===== src/rtl/alu_mul_div_seq.sv =====
// Sequencer for an unsigned 8x8 multiply and an 8/8 divide.
// Both operations share one 8-bit add/sub alu that is used once per iteration.
module alu_mul_div_seq #(
  parameter bit FAST_ZERO = 1'b1
) (
  input  logic       clk,
  input  logic       reset,
  input  logic       start,
  input  logic       op,
  input  logic [7:0] a,
  input  logic [7:0] b,
  output logic       busy,
  output logic       done,
  output logic [7:0] result_hi,
  output logic [7:0] result_lo,
  output logic       div_by_zero
);

  localparam int DATA_W = 8;

  typedef enum logic [1:0] {S_IDLE, S_ITER, S_ZERO, S_DONE} state_t;

  state_t              state_q, state_d;
  logic [2:0]          cnt_q, cnt_d;
  logic                op_q, op_d;
  logic [DATA_W-1:0]   acc_q, acc_d;
  logic [DATA_W-1:0]   mq_q, mq_d;
  logic [DATA_W-1:0]   m_q, m_d;
  logic [DATA_W-1:0]   hi_q, hi_d;
  logic [DATA_W-1:0]   lo_q, lo_d;
  logic                dbz_q, dbz_d;

  logic [DATA_W-1:0]   div_t;
  logic [DATA_W-1:0]   alu_a;
  logic [DATA_W-1:0]   alu_r;
  logic                alu_c;
  logic [DATA_W-1:0]   mul_s;
  logic                mul_c;

  // For subtract, carry out = 1 means no borrow (x >= y).
  function automatic logic [DATA_W:0] alu_addsub(input logic [DATA_W-1:0] x,
                                                 input logic [DATA_W-1:0] y,
                                                 input logic sub);
    logic [DATA_W:0] res;
    if (sub) res = {1'b0, x} + {1'b0, ~y} + {{DATA_W{1'b0}}, 1'b1};
    else     res = {1'b0, x} + {1'b0, y};
    return res;
  endfunction

  // acc/mq hold the multiply accumulator and multiplier-quotient;
  // for divide they are the partial remainder and dividend-quotient.
  assign div_t          = {acc_q[DATA_W-2:0], mq_q[DATA_W-1]};
  assign alu_a          = op_q ? div_t : acc_q;
  assign {alu_c, alu_r} = alu_addsub(alu_a, m_q, op_q);

  always_comb begin
    state_d = state_q;
    cnt_d   = cnt_q;
    op_d    = op_q;
    acc_d   = acc_q;
    mq_d    = mq_q;
    m_d     = m_q;
    hi_d    = hi_q;
    lo_d    = lo_q;
    dbz_d   = dbz_q;
    mul_c   = 1'b0;
    mul_s   = acc_q;
    unique case (state_q)
      S_IDLE, S_DONE: begin
        if (state_q == S_DONE) state_d = S_IDLE;
        if (start) begin
          op_d  = op;
          acc_d = '0;
          mq_d  = a;
          m_d   = b;
          cnt_d = '0;
          hi_d  = '0;
          lo_d  = '0;
          dbz_d = 1'b0;
          state_d = (FAST_ZERO && !op && (a == '0 || b == '0)) ? S_ZERO : S_ITER;
        end
      end
      S_ITER: begin
        if (!op_q) begin
          if (mq_q[0]) begin
            mul_c = alu_c;
            mul_s = alu_r;
          end
          acc_d = {mul_c, mul_s[DATA_W-1:1]};
          mq_d  = {mul_s[0], mq_q[DATA_W-1:1]};
        end else if (acc_q[DATA_W-1] | alu_c) begin
          acc_d = alu_r;
          mq_d  = {mq_q[DATA_W-2:0], 1'b1};
        end else begin
          acc_d = div_t;
          mq_d  = {mq_q[DATA_W-2:0], 1'b0};
        end
        cnt_d = cnt_q + 3'd1;
        if (cnt_q == 3'd7) begin
          state_d = S_DONE;
          hi_d    = acc_d;
          lo_d    = mq_d;
          dbz_d   = op_q && (m_q == '0);
        end
      end
      S_ZERO: state_d = S_DONE;
      default: state_d = S_IDLE;
    endcase
  end

  always_ff @(posedge clk) begin
    if (reset) begin
      state_q <= S_IDLE;
      cnt_q   <= '0;
      hi_q    <= '0;
      lo_q    <= '0;
      dbz_q   <= 1'b0;
    end else begin
      state_q <= state_d;
      cnt_q   <= cnt_d;
      hi_q    <= hi_d;
      lo_q    <= lo_d;
      dbz_q   <= dbz_d;
    end
  end

  always_ff @(posedge clk) begin
    op_q  <= op_d;
    acc_q <= acc_d;
    mq_q  <= mq_d;
    m_q   <= m_d;
  end

  assign busy        = (state_q == S_ITER);
  assign done        = (state_q == S_DONE);
  assign result_hi   = hi_q;
  assign result_lo   = lo_q;
  assign div_by_zero = dbz_q;

endmodule


===== config.mk =====
export PLATFORM = sky130hd
export DESIGN_NAME = alu_mul_div_seq
export DESIGN_NICKNAME = d
export VERILOG_FILES = /design/src/rtl/alu_mul_div_seq.sv
export SDC_FILE = /design/constraint.sdc
export NUM_CORES = 1
export LEC_CHECK = 0
export BUFFER_PORTS_ARGS = -buffer_cell sky130_fd_sc_hd__buf_2
export CAP_MARGIN = 20
export CORE_MARGIN = 2
export CORE_UTILIZATION = 31
export DETAILED_ROUTE_END_ITERATION = 12
export PLACE_DENSITY = 0.53
export SYNTH_ARGS = -nofsm -noshare
export SYNTH_HDL_FRONTEND = slang
export SYNTH_SLANG_ARGS = --single-unit

===== constraint.sdc =====
create_clock -name clk -period 5 [get_ports clk]
set_input_delay 0.5 -clock clk [delete_from_list [all_inputs] [get_ports clk]]
set_output_delay 0.5 -clock clk [all_outputs]
set_load 0.01 [all_outputs]

==> impl_metrics.prom <==
# TYPE chip_impl_metric gauge
chip_impl_info{name="run_status",value="finished, final reports clean"} 1
chip_impl_metric{name="synth_cell_types",unit=""} 57
chip_impl_metric{name="detailedRoute.firstIterationViolations",unit=""} 124
chip_impl_metric{name="synth_area",unit="um^2"} 3130
chip_impl_info{name="main_combinational_cell_family_by_area_after_synthesis",value="compound AO/OA/AOI/OAI gates"} 1
chip_impl_info{name="launch_point_of_the_worst_reg_to_reg_path",value="op_q$_DFFE_PP_"} 1
chip_impl_metric{name="grt_pass1_vias",unit=""} 2587
chip_impl_metric{name="power.density_cell_area",unit="nW/um^2"} 692
chip_impl_metric{name="coreArea",unit="um^2"} 9770
chip_impl_metric{name="cts.sink_count",unit=""} 47
chip_impl_info{name="synth_largest_area_cell",value="edfxtp_1"} 1
chip_impl_info{name="synth.area.top_cells",value="edfxtp_1 24%, dfxtp_1 14%, ha_1 8.4%, a21oi_1 4.3%, nor2_1 4.3%"} 1
chip_impl_metric{name="cpPeakStageDelay",unit="ps"} 720
chip_impl_info{name="highest_delay_cell_along_the_critical_path",value="edfxtp_1"} 1
chip_impl_metric{name="die_x",unit="um"} 104
chip_impl_info{name="yosysMostFrequentCell",value="nor2_1"} 1
chip_impl_metric{name="worst-endpoint-required",unit="ps"} 5040
chip_impl_metric{name="synth_edf_count",unit=""} 25
chip_impl_metric{name="finalCriticalPeriod",unit="ps"} 3520
chip_impl_metric{name="synth_area_in_adders",unit=""} 0.0969
chip_impl_metric{name="post-layout-total-power",unit="uW"} 2420
chip_impl_info{name="hold_class",value="in2reg"} 1
chip_impl_metric{name="clk_latency",unit="ps"} 310
chip_impl_metric{name="antenna_violating_nets_post_route",unit=""} 0
chip_impl_metric{name="grt.total_usage",unit=""} 0.151
chip_impl_metric{name="wirelength",unit="mm"} 8.02
chip_impl_info{name="grt_setup_unrepaired",value="no"} 1
chip_impl_metric{name="number_of_setup_violations_in_the_final_report",unit=""} 0
chip_impl_metric{name="worst_setup_slack_for_register_to_register_paths",unit="ps"} 1480
chip_impl_metric{name="pwr-share-seq",unit=""} 0.304
chip_impl_metric{name="clkTransAtPathRegs",unit="ps"} 90
chip_impl_metric{name="syn_inst",unit=""} 340
chip_impl_metric{name="cp_max_fo",unit=""} 20
chip_impl_metric{name="grt_first_pass_wirelength",unit="mm"} 13.2
chip_impl_metric{name="max-vdd-ir-drop",unit="mV"} 0.388
chip_impl_metric{name="remaining_max_slew_budget_at_the_tightest_pin",unit=""} 0.559
chip_impl_metric{name="flops_latches_synth",unit=""} 47
chip_impl_metric{name="synthXorXnorAreaFrac",unit=""} 0.0140
chip_impl_metric{name="tns",unit="ps"} 0
chip_impl_info{name="clk_root_buf",value="clkbuf_8"} 1
chip_impl_metric{name="critical_path_arrival",unit="ps"} 3560
chip_impl_metric{name="final_nets",unit=""} 412
chip_impl_metric{name="synth_simple_gate_area_share",unit=""} 0.187
chip_impl_metric{name="synth_mux_area_frac",unit=""} 0.0637
chip_impl_metric{name="synth-compound-area-share",unit=""} 0.203
chip_impl_info{name="critical-path-top-delay-family",value="compound AO/OA/AOI/OAI gates"} 1
chip_impl_info{name="cp-end-kind",value="flip-flop"} 1
chip_impl_metric{name="diodes",unit=""} 0
chip_impl_metric{name="async_flop_share",unit=""} 0
chip_impl_metric{name="route.detailed.vias_per_inst",unit=""} 5.22
chip_impl_info{name="ys.flop_type",value="edfxtp_1"} 1
chip_impl_metric{name="boundaryPins",unit=""} 39
chip_impl_info{name="worst_setup_path_startpoint",value="op_q$_DFFE_PP_"} 1
chip_impl_info{name="regToRegEndpoint",value="acc_q[1]$_DFFE_PP_"} 1
chip_impl_metric{name="hpwl",unit="mm"} 6.14
chip_impl_metric{name="min_period_over_period",unit=""} 0.704
chip_impl_metric{name="max_slew.worst_pin.slew",unit="ps"} 661
chip_impl_info{name="crit_chain",value="buf_4, mux2_2, ha_1, nor2b_1, o31a_1, o32ai_4, nor3_1, a211oi_1, nor2_1"} 1
chip_impl_metric{name="placement.io_buffers",unit=""} 38
chip_impl_metric{name="detailedRoute.firstPassIterationCount",unit=""} 7
chip_impl_info{name="synth_common_cells",value="36 x nor2_1, 27 x a21oi_1, 25 x edfxtp_1, 22 x dfxtp_1, 21 x ha_1"} 1
chip_impl_metric{name="clock_power_share",unit=""} 0.096
chip_impl_metric{name="post-route-drc-count",unit=""} 0
chip_impl_info{name="tritoncts",value="yes"} 1
chip_impl_metric{name="clock_tree.htree_level_count",unit=""} 2
chip_impl_metric{name="syn-num-nets",unit=""} 383
chip_impl_metric{name="grt_overflow_total",unit=""} 0
chip_impl_metric{name="post_route_cells_drive_above_1_share",unit=""} 0.165
chip_impl_metric{name="combinationalPowerShare",unit=""} 0.600
chip_impl_metric{name="slew_violations",unit=""} 0
chip_impl_metric{name="fill_cells",unit=""} 1043
chip_impl_metric{name="vias",unit=""} 2625
chip_impl_metric{name="switching_power_share_of_the_total",unit=""} 0.478
chip_impl_metric{name="floorplan.die.height",unit="um"} 104
chip_impl_metric{name="areaGrowthSynthToFinish",unit="%"} 12.0
chip_impl_metric{name="ctsResizeCount",unit=""} 0
chip_impl_metric{name="internal_power",unit="uW"} 1260
chip_impl_metric{name="postcts_setup_bufs",unit=""} 0
chip_impl_metric{name="power.leakage",unit="uW"} 0.00148
chip_impl_info{name="critPathKind",value="reg2reg"} 1
chip_impl_metric{name="ff2ff_path_depth",unit=""} 9
chip_impl_metric{name="die_area",unit="um^2"} 10900
chip_impl_metric{name="gpl.final_weighted_congestion",unit=""} 0.909
chip_impl_metric{name="yosys_warnings",unit=""} 0
chip_impl_metric{name="avg_cell_area_syn",unit="um^2"} 9.19
chip_impl_metric{name="initial_utilization",unit=""} 0.320
chip_impl_metric{name="initial_antenna_violation_count",unit=""} 0
chip_impl_metric{name="placement_rows",unit=""} 36
chip_impl_metric{name="netSwitchingPower",unit="uW"} 1160
chip_impl_metric{name="cts-root-to-sink-buffers",unit=""} 2
chip_impl_metric{name="timing_hold_violations_final",unit=""} 0
chip_impl_info{name="critical_path.endpoint",value="acc_q[1]$_DFFE_PP_"} 1
chip_impl_info{name="timing.critical_path.from_type",value="flip-flop"} 1
chip_impl_metric{name="detail_route.wl_per_cell",unit="um"} 15.9
chip_impl_metric{name="synth_sequential_area_ratio",unit=""} 0.381
chip_impl_metric{name="cp_num_buf_inv",unit=""} 1
chip_impl_metric{name="cts_inserted_buffers",unit=""} 5
chip_impl_metric{name="skew",unit="ps"} 16.5
chip_impl_metric{name="max_freq",unit="MHz"} 284
chip_impl_metric{name="cp.depth",unit=""} 9
chip_impl_metric{name="pin_count_of_the_biggest_net_entering_global_routing",unit=""} 36
chip_impl_metric{name="synth_top_area_frac",unit=""} 0.240
chip_impl_metric{name="cts_hold_buf",unit=""} 0
chip_impl_metric{name="max_cap_violations",unit=""} 0
==> final cells by class <==
cell class,count,area (um^2),area share
Tap cell,133,166,0.0475
Inverter,21,78.8,0.0225
Clock inverter,2,13.8,0.00393
Clock buffer,6,72.6,0.0207
Multi-Input combinational cell,253,1770,0.504
Sequential cell,47,1190,0.340
Timing Repair Buffer,41,213,0.0608
==> registers in the layout, summed over array words and instances, names as in the netlist <==
name	flops
acc_q	8
mq_q	8
result_lo	8
div_by_zero	1
cnt_q	3
m_q	8
op_q	1
state_q	2
result_hi	8
==> through the flow <==
step	instance area, um^2	instances	util	hold WS (ps)	worst slack (ps)
2_1_floorplan	3130	340	-	458	1420
3_3_place_gp	3410	495	0.349	443	1530
3_5_place_dp	3410	495	0.349	449	1510
4_1_cts	3500	503	0.358	376	1480
5_1_grt	3500	503	0.358	374	1220
6_report	3500	503	0.358	384	1480
==> power by group through the flow <==
| stage | clock network, uW | logic (uW) | registers [uW] |
|---|---|---|---|
| 5_1_grt | 254 | 1630 | 753 |
| 2_1_floorplan | 0 | 1150 | 679 |
| 3_5_place_dp | 0 | 1450 | 744 |
| 4_1_cts | 240 | 1460 | 736 |
| 6_report | 232 | 1450 | 736 |
| 3_3_place_gp | 0 | 1440 | 742 |
==> worst min path at each step <==
stage                                      endpoint  cells past startpoint  slack, ps                       from
after detailed placement  result_lo[3]$_SDFFE_PP0P_                      2        450  result_lo[3]$_SDFFE_PP0P_
after floorplan               cnt_q[1]$_SDFFE_PP0P_                      2        460      cnt_q[1]$_SDFFE_PP0P_
after global placement    result_lo[3]$_SDFFE_PP0P_                      2        440  result_lo[3]$_SDFFE_PP0P_
after CTS                          m_q[6]$_DFFE_PP_                      1        380                       b[6]
final                              m_q[6]$_DFFE_PP_                      1        380                       b[6]
after global routing               m_q[5]$_DFFE_PP_                      1        370                       b[5]
==> cell usage in the layout (no fill, tap or decap), types with 6 or more instances in the layout <==
| master | synthesis | final |
|---|---|---|
| nor3_1 | 13 | 13 |
| a21oi_1 | 27 | 27 |
| o21ai_0 | 13 | 13 |
| a211oi_1 | 6 | 6 |
| ha_1 | 21 | 21 |
| mux2i_1 | 12 | 12 |
| edfxtp_1 | 25 | 25 |
| nor4_1 | 6 | 6 |
| buf_2 | 3 | 38 |
| nand2_1 | 18 | 18 |
| mux2_2 | 7 | 7 |
| nor2b_1 | 6 | 6 |
| nor2_1 | 36 | 36 |
| inv_1 | 20 | 20 |
| nand2b_1 | 14 | 14 |
| dfxtp_1 | 22 | 22 |
==> layer usage <==
layer	GRT usage	wire, um
met5	0	0
met2	0.242	3610
met4	0.0502	197
met1	0.204	3980
met3	0.0257	221
==> logic make-up (layout without fill, tap and decap cells) <==
logic type,count (synthesis),in the layout
simple gates,116,116
compound gates,90,90
flops,47,47
buf+inv,40,70
fa+ha+maj,23,23
mux,19,19
xor+xnor,5,5
Power figures use the tool's default switching activity.
